[src/rtl/aes128_pkg.sv]
// rtl/aes128_pkg.sv - shared types and constants for the AES-128 word loader
package aes128_pkg;

  localparam int AES_BLOCK_W = 128;

  typedef logic [0:AES_BLOCK_W-1] block_t;

  typedef enum logic [2:0] {
    IDLE,
    LOAD_KEY,
    LOAD_MSG,
    ISSUE,
    WAIT
  } loader_state_t;

endpackage

[src/rtl/word_packer.sv]
// rtl/word_packer.sv - beat counter plus word-insert register building one 128-bit field, MSB-first
module word_packer
  import aes128_pkg::*;
#(
  parameter int WORD_W = 32
) (
  input  logic              clk,
  input  logic              reset,
  input  logic              wr,
  input  logic              first,
  input  logic              clr,
  input  logic [0:WORD_W-1] data,
  output block_t            block,
  output logic              last
);

  localparam int N_WORDS = AES_BLOCK_W / WORD_W;
  localparam int CNT_W   = (N_WORDS > 1) ? $clog2(N_WORDS) : 1;

  logic [CNT_W-1:0] cnt;
  logic [CNT_W-1:0] idx;

  // A first beat always lands at position 0, whatever the counter held.
  assign idx  = first ? '0 : cnt;
  assign last = (idx == CNT_W'(N_WORDS - 1));

  always_ff @(posedge clk or negedge reset) begin
    if (!reset) begin
      cnt   <= '0;
      block <= '0;
    end else if (wr) begin
      block[idx*WORD_W +: WORD_W] <= data;
      cnt                         <= last ? '0 : idx + 1'b1;
    end else if (clr) begin
      cnt <= '0;
    end
  end

endmodule

[src/rtl/aes128_word_loader.sv]
// rtl/aes128_word_loader.sv - assembles key/message words into AES-128 core inputs; AES_LOADER_KEY_REUSE_EN adds key reuse
module aes128_word_loader
  import aes128_pkg::*;
#(
  parameter int WORD_W = 32
) (
  input  logic              clk,
  input  logic              reset,
  input  logic              in_valid,
  output logic              in_ready,
  input  logic [0:WORD_W-1] in_data,
  input  logic              in_sop,
  input  logic              in_sel_cypher,
  input  logic              in_reuse_key,
  input  logic              core_done,
  output logic              start,
  output logic              selCypher,
  output block_t            key,
  output block_t            message_in,
  output logic              busy,
  output logic              err
);

  loader_state_t state, next_state;
  logic accept;
  logic key_wr, key_first, key_last;
  logic msg_wr, msg_first, msg_last;
  logic err_set, sel_load;

  assign accept = in_valid & in_ready;

  word_packer #(.WORD_W(WORD_W)) u_key (
    .clk   (clk),
    .reset (reset),
    .wr    (key_wr),
    .first (key_first),
    .clr   (1'b0),
    .data  (in_data),
    .block (key),
    .last  (key_last)
  );

  // A restarted packet must refill the message from beat 0.
  word_packer #(.WORD_W(WORD_W)) u_msg (
    .clk   (clk),
    .reset (reset),
    .wr    (msg_wr),
    .first (msg_first),
    .clr   (key_first),
    .data  (in_data),
    .block (message_in),
    .last  (msg_last)
  );

`ifdef AES_LOADER_KEY_REUSE_EN
  logic key_loaded;

  always_ff @(posedge clk or negedge reset) begin
    if (!reset)      key_loaded <= 1'b0;
    else if (key_wr) key_loaded <= key_last;
  end
`else
  logic unused_reuse;
  assign unused_reuse = in_reuse_key;
`endif

  always_ff @(posedge clk or negedge reset) begin
    if (!reset) state <= IDLE;
    else        state <= next_state;
  end

  always_comb begin
    next_state = state;
    key_wr     = 1'b0;
    key_first  = 1'b0;
    msg_wr     = 1'b0;
    msg_first  = 1'b0;
    err_set    = 1'b0;
    sel_load   = 1'b0;
    case (state)
      IDLE, LOAD_KEY, LOAD_MSG: begin
        if (accept && in_sop) begin
          err_set  = (state != IDLE);
          sel_load = 1'b1;
`ifdef AES_LOADER_KEY_REUSE_EN
          if (in_reuse_key) begin
            if (key_loaded) begin
              msg_wr     = 1'b1;
              msg_first  = 1'b1;
              next_state = msg_last ? ISSUE : LOAD_MSG;
            end else begin
              err_set    = 1'b1;
              sel_load   = 1'b0;
              next_state = IDLE;
            end
          end else
`endif
          begin
            key_wr     = 1'b1;
            key_first  = 1'b1;
            next_state = key_last ? LOAD_MSG : LOAD_KEY;
          end
        end else if (accept) begin
          if (state == IDLE) begin
            err_set = 1'b1;
          end else if (state == LOAD_KEY) begin
            key_wr = 1'b1;
            if (key_last) next_state = LOAD_MSG;
          end else begin
            msg_wr = 1'b1;
            if (msg_last) next_state = ISSUE;
          end
        end
      end
      ISSUE:   next_state = WAIT;
      WAIT:    if (core_done) next_state = IDLE;
      default: next_state = IDLE;
    endcase
  end

  always_comb begin
    in_ready = reset && (state == IDLE || state == LOAD_KEY || state == LOAD_MSG);
    start    = (state == ISSUE);
    busy     = (state != IDLE);
  end

  always_ff @(posedge clk or negedge reset) begin
    if (!reset) begin
      selCypher <= 1'b0;
      err       <= 1'b0;
    end else begin
      err <= err_set;
      if (sel_load) selCypher <= in_sel_cypher;
    end
  end

endmodule

[config.mk]
export PLATFORM = sky130hd
export DESIGN_NAME = aes128_word_loader
export DESIGN_NICKNAME = d
export VERILOG_FILES = /design/src/rtl/aes128_pkg.sv /design/src/rtl/word_packer.sv /design/src/rtl/aes128_word_loader.sv
export SDC_FILE = /design/constraint.sdc
export NUM_CORES = 1
export LEC_CHECK = 0
export ABC_AREA = 1
export CORE_MARGIN = 2
export CORE_UTILIZATION = 53
export DETAILED_ROUTE_END_ITERATION = 16
export PLACE_DENSITY = 0.86
export SETUP_SLACK_MARGIN = 0.1
export SLEW_MARGIN = 10
export SYNTH_ARGS = -nofsm -noshare
export SYNTH_HDL_FRONTEND = slang
export SYNTH_SLANG_ARGS = --single-unit
[constraint.sdc]
create_clock -name clk -period 3.95 [get_ports clk]
set_clock_uncertainty 0.05 [all_clocks]
set_input_delay 0.395 -clock clk [delete_from_list [all_inputs] [get_ports clk]]
set_output_delay 0.395 -clock clk [all_outputs]
set_load 0.02 [all_outputs]
# Yosys cells after proc, flatten, opt, wreduce, memory -nomap -nowiden
# Cells that the tools add are included.
[op_classes] add_sub_neg=4 eq_ne=11 n_bitwise=3 reduce_logical=9 shifts=4 n_mux=32
[op_table] op="variable shift 129 x 34 -> 128 bit, first input constant" count=2
[op_table] op="indexed part select 129 x 34 -> 128 bit" count=2
[op_table] op="bitwise mux 128 bit" count=2
[op_table] op="negation 33 -> 34 bit" count=2
[op_table] op="NOT 7 -> 33 bit" count=2
[op_table] op="two-way mux 3 bit" count=7
[op_table] op="two-way mux 1 bit" count=16
[op_table] op="two-way mux 2 bit" count=6
[op_table] op="case mux 3 bit (3 select lines)" count=1
[op_table] op="equality test 3 x 2 -> 1 bit, second input constant" count=2
[op_table] op="inequality test 3 bit, second input constant" count=2
[op_table] op="AND reduction 5 bit" count=1
[op_table] op="adder 2 x 1 -> 2 bit, second input constant" count=2
[op_table] op="equality test 2 bit, second input constant" count=2
[op_table] op="inequality test 4 x 3 -> 1 bit, second input constant" count=1
[op_table] op="inequality test 4 bit, second input constant" count=1
[op_table] op="equality test 3 x 1 -> 1 bit, second input constant" count=1
[op_table] op="equality test 3 bit, second input constant" count=1
[op_table] op="logical NOT 3 bit" count=1
[op_table] op="nonzero test 3 bit" count=1
[op_table] op="OR reduction 3 bit" count=1
[op_table] op="logical AND 1 bit" count=2
[op_table] op="logical OR 1 bit" count=2
[op_table] op="inequality test 2 bit, second input constant" count=1
[op_table] op="2 further kinds" count=2
[word_totals] output_inout_bits=261 wordCells=70 regBits=265

# Logic depth before layout (Yosys ltp)
# Gate-level depths: netlist of the first run.
[logic_depth] word_depth=16 ltp_mapped=14 depth_no_buf=13

# Cells and area by module
# From an unflattened synthesis of the first run, not the netlist that was laid out.
[hier_totals] cells_unflattened=1214 hier_area_um2=10855.4
[by_module_without_submodules] mod="word_packer at u_key" instances=1 area_per_inst_um2=5231.3 cells_each=578
[by_module_without_submodules] mod="word_packer at u_msg" instances=1 area_per_inst_um2=5227.5 cells_each=578
[by_module_without_submodules] mod="aes128_word_loader" instances=1 area_per_inst_um2=396.6 cells_each=58

# Worst setup path after synthesis of the first run
# No wires, ideal clock.
[synth_timing] kind="reg2reg" from="register state[0]" to="register u_key.block[10]" arrival_time_ps=2088 setup_slack_ps=1736 required_ps=3823 path_buffers=2 synth_period_minus_slack_ps=2214 path_stages_with_launch=13 path_cell_list="dfrtp_1 -> nand2_4 -> nand3_1 -> nor2_2 -> nand2_2 -> nand2_2 -> inv_2 -> buf_2 -> ha_1 -> inv_1 -> buf_1 -> o21ai_1 -> o21ai_1"
[synth_via] elab_chain_len=13 elab_cells_between_ends=22
[synth_lines] element="from (decl)" line="aes128_word_loader.sv:24" rtl="loader_state_t state, next_state;"
[synth_lines] element="from (signal assigned)" line="aes128_word_loader.sv:69" rtl="else state <= next_state;"
[synth_lines] element="equality test 3 x 1 -> 1 bit / logical NOT 3 bit (equally long branches)"
[synth_lines] element="logical OR 1 bit (2 in series)" line="aes128_word_loader.sv:122" rtl="in_ready = reset && (state == IDLE || state == LOAD_KEY || state == LOAD_MSG);"
[synth_lines] element="logical AND 1 bit" line="aes128_word_loader.sv:122"
[synth_lines] element="bitwise AND 1 bit" line="aes128_word_loader.sv:30" rtl="assign accept = in_valid & in_ready;"
[synth_lines] element="logical AND 1 bit" line="aes128_word_loader.sv:82" rtl="if (accept && in_sop) begin"
[synth_lines] element="two-way mux 1 bit" line="aes128_word_loader.sv:82"
[synth_lines] element="two-way mux 1 bit" line="aes128_word_loader.sv:80" rtl="case (state)"
[synth_lines] element="two-way mux 2 bit" line="word_packer.sv:24" rtl="assign idx = first ? '0 : cnt;"
[synth_lines] element="NOT 7 -> 33 bit (not written as such)" line="word_packer.sv:32" rtl="block[idx*WORD_W +: WORD_W] <= data;"
[synth_lines] element="negation 33 -> 34 bit" line="word_packer.sv:32"
[synth_lines] element="indexed part select 129 x 34 -> 128 bit / variable shift 129 x 34 -> 128 bit (equally long branches)" line="word_packer.sv:32"
[synth_lines] element="bitwise mux 128 bit" line="word_packer.sv:32"
[synth_lines] element="to (signal, indexed assignment)" line="word_packer.sv:32"
[synth_lines] element="to (decl)" line="word_packer.sv:13" rtl="output block_t block,"
# Several ways; a longest one is shown, not always the timed one.
# A chain may end at the register's enable or synchronous reset.

# Final worst setup path of the first run
[layout_timing] from="input reset" to="register u_key.block[83]"
[layout_via] elab_chain_len=10 elab_cells_between_ends=14
[layout_lines] element="from (decl)" line="aes128_word_loader.sv:8" rtl="input logic reset,"
[layout_lines] element="logical AND 1 bit (*)" line="aes128_word_loader.sv:122"
[layout_lines] element="bitwise AND 1 bit (*)" line="aes128_word_loader.sv:30"
[layout_lines] element="logical AND 1 bit" line="aes128_word_loader.sv:82"
[layout_lines] element="two-way mux 1 bit" line="aes128_word_loader.sv:82"
[layout_lines] element="two-way mux 1 bit" line="aes128_word_loader.sv:80"
[layout_lines] element="two-way mux 2 bit" line="word_packer.sv:24"
[layout_lines] element="NOT 7 -> 33 bit (not written as such)" line="word_packer.sv:32"
[layout_lines] element="negation 33 -> 34 bit" line="word_packer.sv:32"
[layout_lines] element="indexed part select 129 x 34 -> 128 bit / variable shift 129 x 34 -> 128 bit (equally long branches)" line="word_packer.sv:32"
[layout_lines] element="bitwise mux 128 bit" line="word_packer.sv:32"
# Mark *: on every way between the ends. The rest lies on a longest branch, timed or not.

==> results.toml, run 1 <==
[outcome]
status = "finished, final reports clean"

[die]
die_y_um = 151.4
start_util_pct = 54.40
die_w_um = 151.4
die-area_um2 = 22910
io_pins = 300
placeableCoreArea_um2 = 21150
fp-row-count = 53

[sta]
min_period_ns = 3.192
setup_viol = 0
grt_setup_unrepaired = "false"
max_freq_mhz = 313.3
worst_slack_ns = 0.7577
worst_pin_slew_ns = 1.173
hold_viol = 0
slew_headroom_pct = 21.75
post-route-period-util_pct = 80.82
slew_violations = 0
finalSetupTns_ns = 0
hold_ws_ns = 0.3277

[cts]
clk_pin_slew_ns = 0.06
h-tree-depth = 1
cts_root_buf = "clkbuf_16"
cts_setup_buffers = 0
cts_buffers = 28
cts_buffer_depth = 3
clk_latency_ns = 0.54
cts_num_sinks = 265
cts_tree = "done"

[global_routing]
grt_pass1_wl_mm = 53.78
grt_antenna_before_repair = 0
grt_pass1_vias = 9697
track_usage_pct = 30.33
grt_max_degree = 105
grt.overflow.total = 0

[logic_synthesis]
async_flop_share_pct = 100.0
synth_top_cells_by_count = "265 x dfrtp_1, 246 x o21ai_1, 213 x nand2_1"
ys_seq_area_share_pct = 57.63
yosysTopAreaCellShare_pct = 57.63
synth_area_um2 = 11510
ys.flop_type = "dfrtp_1"
syn_nets = 1202
synthCells = 1155
yosysTopAreaCell = "dfrtp_1"
synth_edf_count = 0
yosysMostFrequentCell = "dfrtp_1"
yosys.cell_types.count = 24
yosys-top-cells-area = "dfrtp_1 58%, o21ai_1 11%, o21ai_2 9.7%"
ys_warn_count = 0
synth-seq-cells = 265
avgSynthCellArea_um2 = 9.963

[drt]
wl_mm = 35.18
drtIter0Drc = 760
via_per_inst = 5.783
antenna_left = 0
dr.pass1.iters = 5
vias = 9843
wl_per_cell_um = 20.67
drc = 0

[placed_design]
port_buffers = 298
post-place-cells = 1650
placed_area_um2 = 14460
hpwl_mm = 23.05
gp_congestion = 0.8435
dp_slack_ns = 0.8123

[power]
power.density_nw_per_um2 = 718.3
power.total_mw = 11.12
p_leak_nw = 6.607
ir_drop_uv = 460.1

[cells_and_area]
finalInstanceArea_um2 = 15480
diodes = 0
final_cells = 1702
seqCellArea_um2 = 6634
fillerInstances = 1479
multi_input_area_um2 = 4233
final_util_pct = 73.17
fin_nets = 1453
drive_gt1_share_pct = 15.28
area_delta_synth_final_pct = 34.51

[setup_path]
critPathCaptureType = "register"
path_max_fanout = 65
critPathLaunchType = "primary input"
critPathKind = "primary input to register"
required_ns = 4.32
cp.arrival_ns = 3.56

[worst_hold_path]
hold_path.class = "primary input to asynchronous set/reset pin"

[run]
max_cap_violations = 0
cells by family after synthesis:
logic type / Yosys count / synth area share, %
AND/OR/NAND/NOR: 373 / 14.50
adder cells (fa/ha/maj): 8 / 0.8699
flip-flops: 265 / 57.63
AO/OA/AOI/OAI: 394 / 21.37
buffers and inverters: 115 / 5.632
critical path: stages:
cell           delay (ns)
dlygate4sd3_1        0.56
buf_8                0.39
nand3_1              0.20
nor2_2               0.30
nand2_2              0.15
nand2_2              0.27
inv_2                0.18
ha_1                 0.26
nand4_1              0.48
buf_12               0.25
o21ai_1              0.10
routing by layer:
metal | track usage, % | share of wire, % | routed length [um] | vias up
met5 | 0 | 0 | 0 | -
met4 | 14.63 | 4.9 | 1721 | 0
met3 | 6.988 | 8.6 | 3013 | 99
met2 | 48.98 | 49 | 17110 | 449
met1 | 38.78 | 38 | 13340 | 4815
li1 | - | - | - | 4480
report_power, final:
| part | switching (mW) | total (mW) | internal (mW) | leakage [nW] |
|---|---|---|---|---|
| Sequential | 0.430 | 3.80 | 3.37 | 3.61 |
| Combinational | 2.77 | 4.49 | 1.72 | 2.51 |
| Clock | 1.08 | 2.83 | 1.74 | 0.494 |
| Total | 4.28 | 11.1 | 6.84 | 6.61 |
final cells by class:
cell class              instances  area share, %
flip-flops and latches        265          42.86
inverters                      19         0.4608
clock buffers                  44          5.763
repair buffers                317          20.56
clock inverters                 7         0.7841
multi-input cells             775          27.35
well taps                     275          2.223
cell usage in the layout, fill, tap and decap left out, types with 8 or more instances in the layout:
master,instances
buf_4,14
clkdlybuf4s50_1,297
o21ai_2,128
o21ai_1,246
inv_1,13
nand2_1,213
nand3_1,133
ha_1,8
clkbuf_16,29
clkbuf_8,11
dfrtp_1,263
o21ai_0,16
final timing paths:
check,to,startpoint,slack [ns],depth (start not counted)
worst max register to register,u_key.block[83]$_DFFE_PN0P_,state[0]$_DFFE_PN0P_,1.05,10
min in group clk,selCypher$_DFFE_PN0P_,in_sel_cypher,0.37,3
worst min register to register,u_msg.block[112]$_DFFE_PN0P_,u_msg.block[112]$_DFFE_PN0P_,0.43,2
max in group asynchronous,u_msg.block[110]$_DFFE_PN0P_,reset,1.51,4
worst max-delay path,u_key.block[83]$_DFFE_PN0P_,reset,0.76,11
worst min-delay path,state[0]$_DFFE_PN0P_,reset,0.33,2
repair_timing:
action	in CTS	in global routing
hold endpoints to repair	60	0
gates resized for setup	0	0
endpoints found under the setup margin	0	0
hold buffers	1	0
registers in the layout (all words and copies together), names as in the netlist:
signal and cells:
u_msg.block 128, u_key.block 128, state 3, u_key.cnt 2, err 1, u_msg.cnt 2
selCypher 1
(Power assumes the default switching activity.)
==> inputs of run 2 (changes only) <==
CORE_UTILIZATION = 49   (was 53)
PLACE_DENSITY = 0.8   (was 0.86)
clock period = 3.1 ns   (was 3.95 ns; I/O delays follow)
==> run 2 against run 1 <==
Register-to-register slack lost 0.53 ns; sequential power increased by 27%; flip-flop and latch count stayed put; non-clock buffer count increased by 9; clock power up 21%; critical path depth up 1; wire length is 0.40% lower; worst setup slack worse by 0.24 ns; sequential share of layout area decreased by 0.18 points; cell count increased by 3.1%; global-route usage down 2.3 points; hold slack worse by 0.043 ns.
==> results.toml, run 2 (synthesis gave the netlist of run 1 again) <==
[outcome]
status = "finished, final reports clean"

[drt]
drc = 0
dr.pass1.iters = 6
drtIter0Drc = 721
wl_mm = 35.04
vias = 9784
wl_per_cell_um = 19.97
antenna_left = 0
via_per_inst = 5.575

[setup_path]
cpMaxStageDelayCell = "dfrtp_1"
cp_cell_sequence = "nand2_4, nand3_1, nor2_2, nand2_2, nand2_2, buf_4, ha_1, inv_1, nor2_1, nand2_1, buf_4, o21ai_1"
max_stage_delay_ns = 0.46
path_max_fanout = 34
critPathLaunchType = "register"
critPathKind = "register to register"
critPathCaptureType = "register"
required_ns = 3.49
r2r_slack_ns = 0.52
cp.arrival_ns = 2.97

[die]
die_w_um = 157.2
fp-row-count = 56
die-area_um2 = 24730
io_pins = 300
placeableCoreArea_um2 = 23260
die_y_um = 157.2
start_util_pct = 49.47

[cts]
cts_buffer_depth = 3
cts_buffers = 28
clk_pin_slew_ns = 0.06
cts_num_sinks = 265
cts_root_buf = "clkbuf_16"
clk_latency_ns = 0.53
cts_tree = "done"
h-tree-depth = 1
ctsResizeCount = 0

[power]
power.density_nw_per_um2 = 902.4
p_leak_nw = 6.629
ir_drop_uv = 454.9

[run]
max_cap_violations = 0

[sta]
hold_viol = 0
max_freq_mhz = 387.8
finalSetupTns_ns = 0
slew_headroom_pct = 39.78
post-route-period-util_pct = 83.18
grt_setup_unrepaired = "false"
worst_pin_slew_ns = 0.9033
min_period_ns = 2.579
setup_viol = 0
slew_violations = 0

[cells_and_area]
finalInstanceArea_um2 = 15540
fin_nets = 1462
diodes = 0
reg_top3 = "u_key.block (128), u_msg.block (128), state (3)"
drive_gt1_share_pct = 15.67
mostFrequentLayoutCell = "clkdlybuf4s50_1"
area_delta_synth_final_pct = 35.09
final_cell_mix = "297 x clkdlybuf4s50_1, 263 x dfrtp_1, 246 x o21ai_1"

[placed_design]
port_buffers = 298
placed_area_um2 = 14580
gp_congestion = 0.8458
hpwl_mm = 23.30

[global_routing]
grt_antenna_before_repair = 0
grt_pass1_wl_mm = 53.86
track_usage_pct = 28.01
grt_max_degree = 133
grt.overflow.total = 0
grt_pass1_vias = 9499

[worst_hold_path]
hold_path.class = "primary input to register"
==> run 2: changes by cell type in the layout (fill, tap and decap cells not counted) <==
cell and change:
clkbuf_1 +2, clkbuf_8 -2, inv_8 -1, clkinv_2 +4, clkinvlp_4 -2, bufinv_16 -1, buf_4 +9
==> run 2: path summary, 6_finish.rpt <==
kind / startpoint / to / depth (start not counted)
max in group asynchronous: reset / u_msg.block[67]$_DFFE_PN0P_ / 4
min in group asynchronous: reset / selCypher$_DFFE_PN0P_ / 3
worst min-delay path: in_sel_cypher / selCypher$_DFFE_PN0P_ / 3
worst max-delay path: state[0]$_DFFE_PN0P_ / u_key.block[110]$_DFFE_PN0P_ / 12
worst max register to register: state[0]$_DFFE_PN0P_ / u_key.block[110]$_DFFE_PN0P_ / 12
worst min register to register: u_msg.block[80]$_DFFE_PN0P_ / u_msg.block[80]$_DFFE_PN0P_ / 2
==> run 2: final cells by class <==
type	count	area, um^2
Fill cell	1860	7717
Inverter	19	71.32
Clock buffer	44	872.1
Clock inverter	7	85.08
Multi-Input combinational cell	775	4233
Tap cell	319	399.1
Sequential cell	265	6634
Timing Repair Buffer	326	3251
==> run 2: critical path, delay by kind of cell (launching register included) <==
| kind | cells | cell delay, ns |
|---|---|---|
| AOI/OAI and AO/OA | 1 | 0.18 |
| DFF | 1 | 0.46 |
| and+or+nand+nor | 7 | 0.84 |
| adders and majority gates | 1 | 0.21 |
| buffers and inverters | 3 | 0.73 |
==> run 2: layer usage <==
layer  part of all wire (%)  global-route usage (%)  routed length [um]
met1                     40                   35.98               14020
met4                    4.0                   11.34                1389
met5                      0                       0                   0
met3                    7.8                   6.608                2729
met2                     48                   45.93               16910
==> run 2: timing repair <==
| item | in CTS | in global routing |
|---|---|---|
| hold endpoints to repair | 132 | 0 |
| hold buffers | 1 | 0 |
| buffers inserted | 0 | 0 |
==> run 2: stage by stage <==
step           setup WS, ns  power (mW)  hold WS, ns  utilization, %  instances
3_5_place_dp         0.3237       10.62       0.4166           62.67       1703
3_3_place_gp         0.3829       10.48       0.4137           62.67       1703
2_1_floorplan        0.8857       7.987     -0.03559               -       1155
4_1_cts              0.5574       14.07       0.2670           66.82       1755
6_report             0.5215       14.03       0.2846           66.82       1755
5_1_grt              0.3090       14.74       0.3159           66.82       1755
==> run 2: where the power goes <==
| part | total [mW] | switching, mW | internal, mW |
|---|---|---|---|
| registers | 4.83 | 0.526 | 4.30 |
| clock network | 3.42 | 1.34 | 2.08 |
| logic | 5.78 | 3.55 | 2.22 |
